### config.mk
export PLATFORM = sky130hd
export DESIGN_NAME = pipeline_chain_flat
export DESIGN_NICKNAME = d
export VERILOG_FILES = /design/src/rtl/pipeline_chain_pkg.sv /design/src/rtl/pipeline_chain_if.sv /design/src/rtl/pipeline_chain_stage.sv /design/src/rtl/pipeline_chain.sv /design/src/flat_wrapper.sv
export SDC_FILE = /design/constraint.sdc
export NUM_CORES = 1
export LEC_CHECK = 0
export CAP_MARGIN = 15
export CORE_UTILIZATION = 50
export CTS_BUF_LIST = sky130_fd_sc_hd__clkbuf_4
export DETAILED_ROUTE_END_ITERATION = 8
export PLACE_DENSITY = 0.77
export SLEW_MARGIN = 20
export SYNTH_ARGS = -nofsm -noshare
export SYNTH_HDL_FRONTEND = slang
export SYNTH_SLANG_ARGS = --single-unit
### constraint.sdc
create_clock -name clk -period 2.68 [get_ports clk]
set_input_delay 0.536 -clock clk [delete_from_list [all_inputs] [get_ports clk]]
set_output_delay 0.536 -clock clk [all_outputs]
set_load 0.02 [all_outputs]
### src/rtl/pipeline_chain_pkg.sv
// Shared sizing helpers for the valid/ready pipeline chain.
package pipeline_pkg;

  // Maximum number of items the chain can hold: one entry per stage, or two
  // when every stage carries a skid register.
  function automatic int unsigned cap_of(input int unsigned depth, input int unsigned skid);
    return depth * ((skid != 0) ? 2 : 1);
  endfunction

  // Width of a counter that must represent 0..cap inclusive.
  function automatic int unsigned occ_width(input int unsigned depth, input int unsigned skid);
    return $clog2(cap_of(depth, skid) + 1);
  endfunction

endpackage

### src/rtl/pipeline_chain_if.sv
// Valid/ready handshake bundle. The producer drives valid/data, the consumer
// drives ready.
interface pipeline_chain_if #(
  parameter int W = 32
) ();
  logic         valid;
  logic         ready;
  logic [W-1:0] data;

  modport master (output valid, output data, input ready);
  modport slave  (input valid, input data, output ready);
endinterface

### src/rtl/pipeline_chain_stage.sv
// One pipeline stage: a main register plus, in skid mode, a second register
// that catches the beat accepted while the main register is stalled.
module pipeline_stage #(
  parameter int W    = 32,
  parameter int SKID = 1
) (
  input  logic         clk,
  input  logic         rst_n,
  input  logic         flush,
  input  logic         in_valid,
  output logic         in_ready,
  input  logic [W-1:0] in_data,
  output logic         out_valid,
  input  logic         out_ready,
  output logic [W-1:0] out_data
);

  logic         vld_p0;
  logic [W-1:0] data_p0;

  assign out_valid = vld_p0;
  assign out_data  = data_p0;

  generate
    if (SKID != 0) begin : g_skid
      logic         skid_vld_p1;
      logic [W-1:0] skid_data_p1;

      // Ready is a pure register output: we can always take one more beat
      // unless the skid slot is already holding one.
      assign in_ready = ~skid_vld_p1;

      // Main/skid register update; the skid only fills behind a stalled main.
      always_ff @(posedge clk or negedge rst_n) begin
        if (!rst_n) begin
          vld_p0       <= 1'b0;
          data_p0      <= '0;
          skid_vld_p1  <= 1'b0;
          skid_data_p1 <= '0;
        end else if (flush) begin
          vld_p0      <= 1'b0;
          skid_vld_p1 <= 1'b0;
        end else if (!vld_p0) begin
          // Empty stage: the skid is necessarily empty too.
          if (in_valid) begin
            vld_p0  <= 1'b1;
            data_p0 <= in_data;
          end
        end else if (out_ready) begin
          // Head leaves; refill from skid first to keep FIFO order.
          if (skid_vld_p1) begin
            data_p0     <= skid_data_p1;
            skid_vld_p1 <= 1'b0;
          end else if (in_valid) begin
            data_p0 <= in_data;
          end else begin
            vld_p0 <= 1'b0;
          end
        end else if (in_valid && !skid_vld_p1) begin
          skid_vld_p1  <= 1'b1;
          skid_data_p1 <= in_data;
        end
      end
    end else begin : g_full
      // Bypass-ready: accept when empty or when the head leaves this cycle.
      assign in_ready = ~vld_p0 | out_ready;

      // Single-entry register, loaded whenever the stage is ready.
      always_ff @(posedge clk or negedge rst_n) begin
        if (!rst_n) begin
          vld_p0  <= 1'b0;
          data_p0 <= '0;
        end else if (flush) begin
          vld_p0 <= 1'b0;
        end else if (in_ready) begin
          vld_p0 <= in_valid;
          if (in_valid) begin
            data_p0 <= in_data;
          end
        end
      end
    end
  endgenerate

endmodule

### src/rtl/pipeline_chain.sv
// DEPTH-stage valid/ready pipeline with synchronous flush and an occupancy
// counter. SKID selects 2-entry skid stages (registered ready) or 1-entry
// bypass-ready stages.
module pipeline_chain
  import pipeline_pkg::*;
#(
  parameter  int W     = 32,
  parameter  int DEPTH = 2,
  parameter  int SKID  = 1,
  localparam int CAP   = int'(cap_of(DEPTH, SKID)),
  localparam int OCC_W = int'(occ_width(DEPTH, SKID))
) (
  input  logic              clk,
  input  logic              rst_n,
  input  logic              flush,
  pipeline_chain_if.slave   up,
  pipeline_chain_if.master  dn,
  output logic [OCC_W-1:0]  occupancy
);

  // Handshake nets between stages; index i feeds stage i, index DEPTH is
  // the chain output.
  logic         vld_c [DEPTH+1];
  logic         rdy_c [DEPTH+1];
  logic [W-1:0] dat_c [DEPTH+1];

  logic acc;
  logic emit;

  // Flush blanks both external handshakes so no beat crosses the boundary
  // in the flush cycle; internal moves that cycle are discarded by the
  // stages' own flush.
  assign vld_c[0]     = up.valid & ~flush;
  assign dat_c[0]     = up.data;
  assign up.ready     = rdy_c[0] & ~flush;
  assign dn.valid     = vld_c[DEPTH] & ~flush;
  assign dn.data      = dat_c[DEPTH];
  assign rdy_c[DEPTH] = dn.ready & ~flush;

  generate
    for (genvar gi = 0; gi < DEPTH; gi++) begin : g_stage
      pipeline_stage #(
        .W    (W),
        .SKID (SKID)
      ) u_stage (
        .clk       (clk),
        .rst_n     (rst_n),
        .flush     (flush),
        .in_valid  (vld_c[gi]),
        .in_ready  (rdy_c[gi]),
        .in_data   (dat_c[gi]),
        .out_valid (vld_c[gi+1]),
        .out_ready (rdy_c[gi+1]),
        .out_data  (dat_c[gi+1])
      );
    end
  endgenerate

  assign acc  = up.valid & up.ready;
  assign emit = dn.valid & dn.ready;

  // Occupancy tracks accepted minus emitted beats; flush empties the chain.
  always_ff @(posedge clk or negedge rst_n) begin
    if (!rst_n) begin
      occupancy <= '0;
    end else if (flush) begin
      occupancy <= '0;
    end else begin
      occupancy <= occupancy + OCC_W'(acc) - OCC_W'(emit);
    end
  end

endmodule

### src/flat_wrapper.sv
// flat-port wrapper written by rule: the top's interface ports become plain ports
module pipeline_chain_flat import pipeline_pkg::*;
#(
  parameter  int W     = 32,
  parameter  int DEPTH = 2,
  parameter  int SKID  = 1,
  localparam int CAP   = int'(cap_of(DEPTH, SKID)),
  localparam int OCC_W = int'(occ_width(DEPTH, SKID))
)
  (clk, rst_n, flush, occupancy, up_valid, up_data, up_ready, dn_valid, dn_data, dn_ready);
  pipeline_chain_if #(.W(W)) up_i ();
  pipeline_chain_if #(.W(W)) dn_i ();
  input  logic clk;
  input  logic rst_n;
  input  logic flush;
  output logic [OCC_W-1:0] occupancy;
  input wire logic [$bits(up_i.valid)-1:0] up_valid;
  input wire logic [$bits(up_i.data)-1:0] up_data;
  output wire logic [$bits(up_i.ready)-1:0] up_ready;
  output wire logic [$bits(dn_i.valid)-1:0] dn_valid;
  output wire logic [$bits(dn_i.data)-1:0] dn_data;
  input wire logic [$bits(dn_i.ready)-1:0] dn_ready;
  assign up_i.valid = up_valid;
  assign up_i.data = up_data;
  assign up_ready = up_i.ready;
  assign dn_valid = dn_i.valid;
  assign dn_data = dn_i.data;
  assign dn_i.ready = dn_ready;
  pipeline_chain #(.W(W), .DEPTH(DEPTH), .SKID(SKID)) u_core (.clk(clk), .rst_n(rst_n), .flush(flush), .up(up_i), .dn(dn_i), .occupancy(occupancy));
endmodule
==> flow_summary.toml, run 1 <==
[outcome]
outcome = "finished, violations left"
violations = "DRC"

[finish]
final_cells = 623
final_nets = 509
post-route-util_pct = 59.6
areaGrowthSynthToFinish_pct = 14.9
diodes = 0
drive_gt1_share_pct = 20.6

[setup_path]
worstPathRequired_ns = 2.14
worstPathArrival_ns = 1.92
crit_path_start_kind = "flip-flop"
reg2reg_slack_ns = 0.56
path_max_fanout = 8
worstSetupPathType = "reg2out"
cp-end-kind = "output port"

[detailed_routing]
ant_nets = 0
first_pass_iters = 7
drc = 14
drt_first_iter_violations = 167
vias_per_cell = 5.62
drt-total-wl_mm = 11.3
num_vias = 3500
wl_per_cell_um = 18.1

[job]
cap_violations = 0

[die]
dieArea_um2 = 12400
io-pin-count = 74
die_w_um = 111
die_h_um = 111
core_um2 = 11500
start_util_pct = 51.9
rows = 39

[yosys]
ys_types = 33
yosys_warnings = 0
synthCells = 423
yosys.cell_count.top_type = "dfrtp_1"
synth_nets = 463
synth_top_area_share_pct = 56.5
async_reset_ff_share_pct = 100
ys_seq_area_share_pct = 56.5
yosys-top-cells-count = "135 x dfrtp_1, 60 x mux2_1, 54 x mux2_2"
synth_area_leaders = "dfrtp_1 57%, mux2_1 11%, mux2_2 10%, a221o_1 5.4%, buf_4 4.5%"
ys.flop_type = "dfrtp_1"
yosys.area.top_type = "dfrtp_1"
ys_ff_latch = 135
syn_avg_cell_area_um2 = 14.1
synth-edff-count = 0
syn_area_um2 = 5980

[clock_network]
cts_resized = 0
postCtsSetupRepairBufs = 0
cts_tree = "done"
h-tree-depth = 4
clock_latency_ns = 0.51
cts_hold_buf = 1
numCtsBuffers = 17
cts_buffer_depth = 2
clkTransAtPathRegs_ns = 0.10
cts-root-buf = "clkbuf_4"
cts_sinks = 135

[global_route]
grt_max_degree = 51
grt_pass1_wl_mm = 19.2
grt.total_usage_pct = 19.9
overflow = 0
first_global_vias = 3750
antenna_found_initial = 0

[min_path]
hp-class = "reg2reg"

[timing]
rsz0062_at_grt = "false"
timing.setup.tns_ns = 0
finalHoldViolCount = 0
fmax_mhz = 408
setup_viol = 0
period_needed_ns = 2.45
final.period_utilization_pct = 91.5
clock_skew_ns = 0.0149
slew_headroom_pct = 64.8
tightest_slew_ns = 0.528
report.final.slew_viol_count = 0

[power_and_ir_drop]
ir_worst_vdd_v = 0.000389
leakage_nw = 3.21
powerDensity_nw_per_um2 = 703

[place]
placed_cells = 592
gp_congestion = 0.768
port_buffers = 73
dp_hpwl_mm = 7.22
-- area by class of cell --
class / instances / area [µm²]
fill: 917 / 4650
timing repair buffer: 86 / 870
inverter: 5 / 18.8
tap: 143 / 179
clock inverter: 11 / 110
clock buffer: 19 / 143
sequential: 135 / 3380
multi-input combinational: 224 / 2170
-- worst max-delay path, cell delays in order (launching register included) --
cell and delay [ns]:
dfrtp_1 0.54, nor2b_1 0.24, clkdlybuf4s50_1 0.64
-- sequential cells by signal, indices dropped and copies added (netlist names) --
| signal | count |
|---|---|
| u_core.g_stage.u_stage.g_skid.skid_data_p1 | 64 |
| u_core.g_stage.u_stage.g_skid.skid_vld_p1 | 2 |
| u_core.g_stage.u_stage.out_data | 64 |
| u_core.g_stage.u_stage.out_valid | 2 |
| u_core.occupancy | 3 |
-- layer usage --
metal	routed length (µm)	track usage, %
met3	490	5.44
met2	5630	31.8
met4	65	7.75
met5	0	0
met1	5100	26.0
-- cells in the final DEF, fill, tap and decap left out, drive strengths merged, types with 3 or more instances in the layout --
master,count
a21oi,5
a221o,32
a2bb2oi,7
and2,33
buf,13
clkbuf,19
clkdlybuf4s50,72
clkinv,7
dfrtp,135
inv,5
mux2,114
nor2,5
nor2b,3
o22ai,7
-- logic make-up after synthesis --
group	after synthesis	share of synthesized area, %
AOI/OAI and AO/OA	57	8.62
xor gates and xnor gates	2	0.293
adders and majority gates	3	0.754
buffers and inverters	64	7.31
DFF	135	56.5
muxes	114	21.5
and+or+nand+nor	48	5.02
-- per-stage QoR --
step | setup slack, ns | instance area [µm²] | hold slack, ns | power (mW)
final | 0.227 | 6870 | 0.487 | 4.83
after global routing | 0.130 | 6870 | 0.468 | 5.06
after CTS | 0.173 | 6870 | 0.455 | 4.89
after detailed placement | 0.175 | 6610 | 0.468 | 3.64
after global placement | 0.268 | 6610 | 0.459 | 3.59
after floorplan | 0.491 | 5980 | 0.240 | 3.30
-- path summary, 6_finish.rpt --
kind | from | endpoint | cells past startpoint
worst min-delay path | flip-flop | flip-flop | 1
worst min register to register | flip-flop | flip-flop | 1
worst max register to register | u_core.g_stage[1].u_stage.out_valid$_DFF_PN0_ | u_core.occupancy[2]$_DFF_PN0_ | 9
min in group asynchronous | rst_n | u_core.g_stage[1].u_stage.out_data[1]$_DFFE_PN0P_ | 2
max in group asynchronous | rst_n | u_core.g_stage[0].u_stage.out_data[17]$_DFFE_PN0P_ | 3
worst max-delay path | u_core.g_stage[1].u_stage.out_valid$_DFF_PN0_ | dn_valid | 2
-- power breakdown --
group	switching (mW)	internal [mW]
sequential	0.196	2.36
combinational	0.447	0.576
clock	0.693	0.551
Note: power is estimated with default switching activity, not from simulation.
==> run 2, diff against run 1 <==
- MAX_ROUTING_LAYER: not set -> met4
==> run 2 against run 1 <==
The flow still finishes with violations (DRC). Critical path depth unchanged. Die area unchanged. Hold slack got worse by 0.00053 ns. Cell count unchanged. Sequential cell count unchanged. Clock power about the same.
==> flow_summary.toml, run 2 (same netlist as run 1, synthesis figures left out) <==
[outcome]
outcome = "finished, violations left"
violations = "DRC"

[setup_path]
worstPathRequired_ns = 2.14
reg2reg_slack_ns = 0.56
crit_start = "u_core.g_stage[1].u_stage.out_valid$_DFF_PN0_"
worstSetupPathType = "reg2out"
r2r_cells = 9
r2r-start = "u_core.g_stage[1].u_stage.out_valid$_DFF_PN0_"
reg2reg_to = "u_core.occupancy[2]$_DFF_PN0_"
worstPathArrival_ns = 1.92
path_max_fanout = 8
cp-end-kind = "output port"
crit_path_start_kind = "flip-flop"
setup.worst_path.end = "dn_valid"

[power_and_ir_drop]
p_switching_mw = 1.35
leakage_nw = 3.21
ir_worst_vdd_v = 0.000389
swShare_pct = 27.8
powerDensity_nw_per_um2 = 704
pwr-share-seq_pct = 53.0
power_frac_comb_pct = 21.2
power.internal_mw = 3.49
power_frac_clock_pct = 25.9

[finish]
final_nets = 509
drive_gt1_share_pct = 20.6
areaGrowthSynthToFinish_pct = 14.9
final_cell_area_um2 = 6870
final_common_cell = "dfrtp_1"
layout_common_cells = "135 x dfrtp_1, 72 x clkdlybuf4s50_1, 60 x mux2_1"
diodes = 0

[detailed_routing]
wl_per_cell_um = 18.2
drt-total-wl_mm = 11.3
first_pass_iters = 6
vias_per_cell = 5.66
drc = 15
num_vias = 3528
ant_nets = 0
drt_first_iter_violations = 187

[global_route]
grt_max_degree = 51
grt_pass1_wl_mm = 19.2
grt.total_usage_pct = 20.6
first_global_vias = 3741
overflow = 0
antenna_found_initial = 0

[timing]
holdWs_ns = 0.487
setup_viol = 0
rsz0062_at_grt = "false"
report.final.slew_viol_count = 0
period_needed_ns = 2.45
final.period_utilization_pct = 91.5
clock_skew_ns = 0.0151
finalHoldViolCount = 0
slew_headroom_pct = 63.6
tightest_slew_ns = 0.546
fmax_mhz = 408
timing.setup.tns_ns = 0

[clock_network]
clock_latency_ns = 0.52
cts_buffer_depth = 2
cts-root-buf = "clkbuf_4"
clkTransAtPathRegs_ns = 0.10
cts_tree = "done"
h-tree-depth = 4
cts_sinks = 135
numCtsBuffers = 17
postCtsSetupRepairBufs = 0
cts_resized = 0

[min_path]
hp-class = "in2async"

[place]
gp_congestion = 0.778
port_buffers = 73
placed_area_um2 = 6610
dp_hpwl_mm = 7.22

[job]
cap_violations = 0

[die]
dieArea_um2 = 12400
io-pin-count = 74
start_util_pct = 51.9
rows = 39
core_um2 = 11500
die_h_um = 111
die_w_um = 111
-- run 2: critical path: stages, from the launching register on --
cell and delay (ns):
dfrtp_1 0.54, nor2b_1 0.23, clkdlybuf4s50_1 0.64
-- run 2: power by group through the flow --
stage                     sequential, mW  combinational [mW]  clock (mW)
after global routing                2.61                1.09        1.37
after floorplan                     2.53               0.767           0
after CTS                           2.56                1.04        1.29
after global placement              2.58                1.01           0
final                               2.56                1.02        1.25
after detailed placement            2.60                1.03           0
-- run 2: per-layer routing --
metal | vias to the layer above | GRT usage (%) | share of wire (%) | wire, µm
li1 | 1595 | - | - | -
met1 | 1838 | 26.3 | 47 | 5270
met2 | 75 | 31.7 | 48 | 5460
met3 | 20 | 5.33 | 3.8 | 425
met4 | 0 | 7.75 | 1.5 | 172
met5 | - | - | 0 | 0
-- run 2: how the worst min path moves through the flow --
stage | slack [ns] | cells after the start | endpoint | from
final | 0.49 | 2 | u_core.g_stage[1].u_stage.out_data[6]$_DFFE_PN0P_ | rst_n
after global routing | 0.47 | 2 | u_core.g_stage[1].u_stage.g_skid.skid_data_p1[1]$_DFFE_PN0P_ | rst_n
after CTS | 0.46 | 2 | u_core.g_stage[1].u_stage.out_data[7]$_DFFE_PN0P_ | rst_n
after detailed placement | 0.47 | 1 | u_core.g_stage[1].u_stage.g_skid.skid_data_p1[3]$_DFFE_PN0P_ | rst_n
after global placement | 0.46 | 1 | u_core.g_stage[1].u_stage.g_skid.skid_data_p1[1]$_DFFE_PN0P_ | rst_n
after floorplan | 0.24 | 0 | u_core.g_stage[0].u_stage.g_skid.skid_data_p1[0]$_DFFE_PN0P_ | rst_n
-- run 2: what timing repair did --
item                       4_1_cts  5_1_grt
hold endpoints to repair        38        0
hold buffers                     1        0
setup endpoints to repair        0        0
-- run 2: final cells by class --
| cell class | instances | area, µm² |
|---|---|---|
| clock buffers | 19 | 143 |
| clock inverters | 11 | 110 |
| fillers | 917 | 4650 |
| inverters | 5 | 18.8 |
| multi-input cells | 224 | 2170 |
| flip-flops and latches | 135 | 3380 |
| well taps | 143 | 179 |
| repair buffers | 86 | 870 |
-- run 2: stage by stage --
| stage | std cells | utilization (%) | setup slack [ns] | total power, mW |
|---|---|---|---|---|
| 2_1_floorplan | 423 | - | 0.491 | 3.30 |
| 3_3_place_gp | 592 | 57.4 | 0.268 | 3.59 |
| 3_5_place_dp | 592 | 57.4 | 0.175 | 3.64 |
| 4_1_cts | 623 | 59.6 | 0.173 | 4.89 |
| 5_1_grt | 623 | 59.6 | 0.130 | 5.06 |
| 6_report | 623 | 59.6 | 0.228 | 4.84 |
==> run 3, diff against run 2 <==
- CTS_BUF_LIST: sky130_fd_sc_hd__clkbuf_4 -> sky130_fd_sc_hd__clkbuf_4 sky130_fd_sc_hd__clkbuf_8 sky130_fd_sc_hd__clkbuf_16
- PLACE_DENSITY: 0.77 -> not set
- PLACE_DENSITY_LB_ADDON: not set -> 0.25
- clock period: 2.68 -> 3.1 ns (I/O delays scaled with it)
==> run 3 against run 2 <==
The flow still finishes with violations (DRC). Cell count is the same. Sequential cell count is the same. Sequential share of layout area shrank 2.4 points. Design area grew 5.0%. Register-to-register slack gained 0.47 ns. Critical path depth grew 1. Combinational power shrank 13%. Worst setup slack gained 0.17 ns. Sequential power shrank 13%. Die area is the same. Critical path type is now in2out.
==> flow_summary.toml, run 3 (same netlist as run 1, synthesis figures left out) <==
[outcome]
outcome = "finished, violations left"
violations = "DRC"

[place]
gp_congestion = 0.716
port_buffers = 73
placed_cells = 591
dp_hpwl_mm = 7.27

[timing]
finalHoldViolCount = 0
rsz0062_at_grt = "false"
timing.setup.tns_ns = 0
final.period_utilization_pct = 87.3
holdWs_ns = 0.101
clock_skew_ns = 0.00585
setup_viol = 0
report.final.slew_viol_count = 0
slew_headroom_pct = 55.0
tightest_slew_ns = 0.675
period_needed_ns = 2.71
fmax_mhz = 370

[setup_path]
worstSetupPathType = "in2out"
worstPathArrival_ns = 2.09
reg2reg_to = "u_core.occupancy[2]$_DFF_PN0_"
cp-end-kind = "output port"
reg2reg_slack_ns = 1.03
r2r-start = "u_core.g_stage[1].u_stage.out_valid$_DFF_PN0_"
r2r_cells = 9
crit_path_start_kind = "input pin"
worstPathRequired_ns = 2.48
path_max_fanout = 9

[job]
cap_violations = 0

[die]
die_w_um = 111
core_um2 = 11500
die_h_um = 111
rows = 39
dieArea_um2 = 12400
start_util_pct = 51.9
io-pin-count = 74

[power_and_ir_drop]
power_frac_clock_pct = 39.8
pwr-share-seq_pct = 43.0
p_switching_mw = 1.29
ir_worst_vdd_v = 0.000375
power.internal_mw = 3.87
leakage_nw = 3.35
power_frac_comb_pct = 17.2
swShare_pct = 24.9
powerDensity_nw_per_um2 = 714

[finish]
layout_common_cells = "135 x dfrtp_1, 72 x clkdlybuf4s50_1, 60 x mux2_1"
nFillCells = 911
areaGrowthSynthToFinish_pct = 20.7
final_cells = 623
drive_gt1_share_pct = 21.7
final_common_cell = "dfrtp_1"
diodes = 0
final_nets = 507

[clock_network]
clkTransAtPathRegs_ns = 0.05
numCtsBuffers = 17
cts-root-buf = "clkbuf_16"
cts_hold_buf = 0
clock_latency_ns = 0.41
postCtsSetupRepairBufs = 0
cts_buffer_depth = 2
cts_resized = 0
cts_tree = "done"
cts_sinks = 135
h-tree-depth = 4

[global_route]
antenna_found_initial = 0
grt_max_degree = 61
first_global_vias = 3723
grt_pass1_wl_mm = 19.7
overflow = 0
grt.total_usage_pct = 21.4

[detailed_routing]
drt_first_iter_violations = 206
ant_nets = 0
drc = 10
drt-total-wl_mm = 11.6
wl_per_cell_um = 18.6
first_pass_iters = 6
num_vias = 3526
vias_per_cell = 5.66

[min_path]
hp-class = "in2async"
run 3: worst max path at each step:
stage / start / endpoint / cells past startpoint
2_1_floorplan: flush / u_core.occupancy[2]$_DFF_PN0_ / 9
3_3_place_gp: flush / u_core.occupancy[2]$_DFF_PN0_ / 10
3_5_place_dp: flush / u_core.g_stage[0].u_stage.out_data[27]$_DFFE_PN0P_ / 4
4_1_cts: flush / dn_valid / 3
5_1_grt: flush / dn_valid / 3
6_report: flush / dn_valid / 3
run 3: critical path, cell delays in order:
cell	delay (ns)
clkdlybuf4s50_1	0.59
nor2b_1	0.24
clkdlybuf4s50_1	0.64
run 3: area by class of cell:
type	count	area [µm²]	area share, %
flip-flops and latches	135	3380	46.8
multi-input cells	224	2170	30.1
repair buffers	84	852	11.8
clock buffers	20	467	6.47
well taps	143	179	2.48
clock inverters	12	150	2.08
inverters	5	18.8	0.260
run 3: through the flow:
step	setup slack, ns	area (µm²)	utilization [%]	total power [mW]
floorplan	0.827	5980	-	2.85
detailed placement	0.254	6600	57.3	3.14
global route	0.316	7220	62.7	5.38
global placement	0.368	6600	57.3	3.10
finish	0.394	7220	62.7	5.15
CTS	0.370	7220	62.7	5.20
run 3: power groups by stage:
stage | Sequential (mW) | Combinational, mW | Clock (mW)
3_3_place_gp | 2.23 | 0.873 | 0
4_1_cts | 2.22 | 0.898 | 2.09
6_report | 2.22 | 0.884 | 2.05
3_5_place_dp | 2.24 | 0.894 | 0
5_1_grt | 2.26 | 0.947 | 2.18
2_1_floorplan | 2.19 | 0.663 | 0
run 3: layer usage:
metal  GRT usage (%)  up-vias  part of all wire, %
li1                -     1595                    -
met1            27.5     1818                   46
met2            32.6       94                   48
met3            5.17       19                  4.4
met4            8.56        0                  1.7
met5               -        -                    0
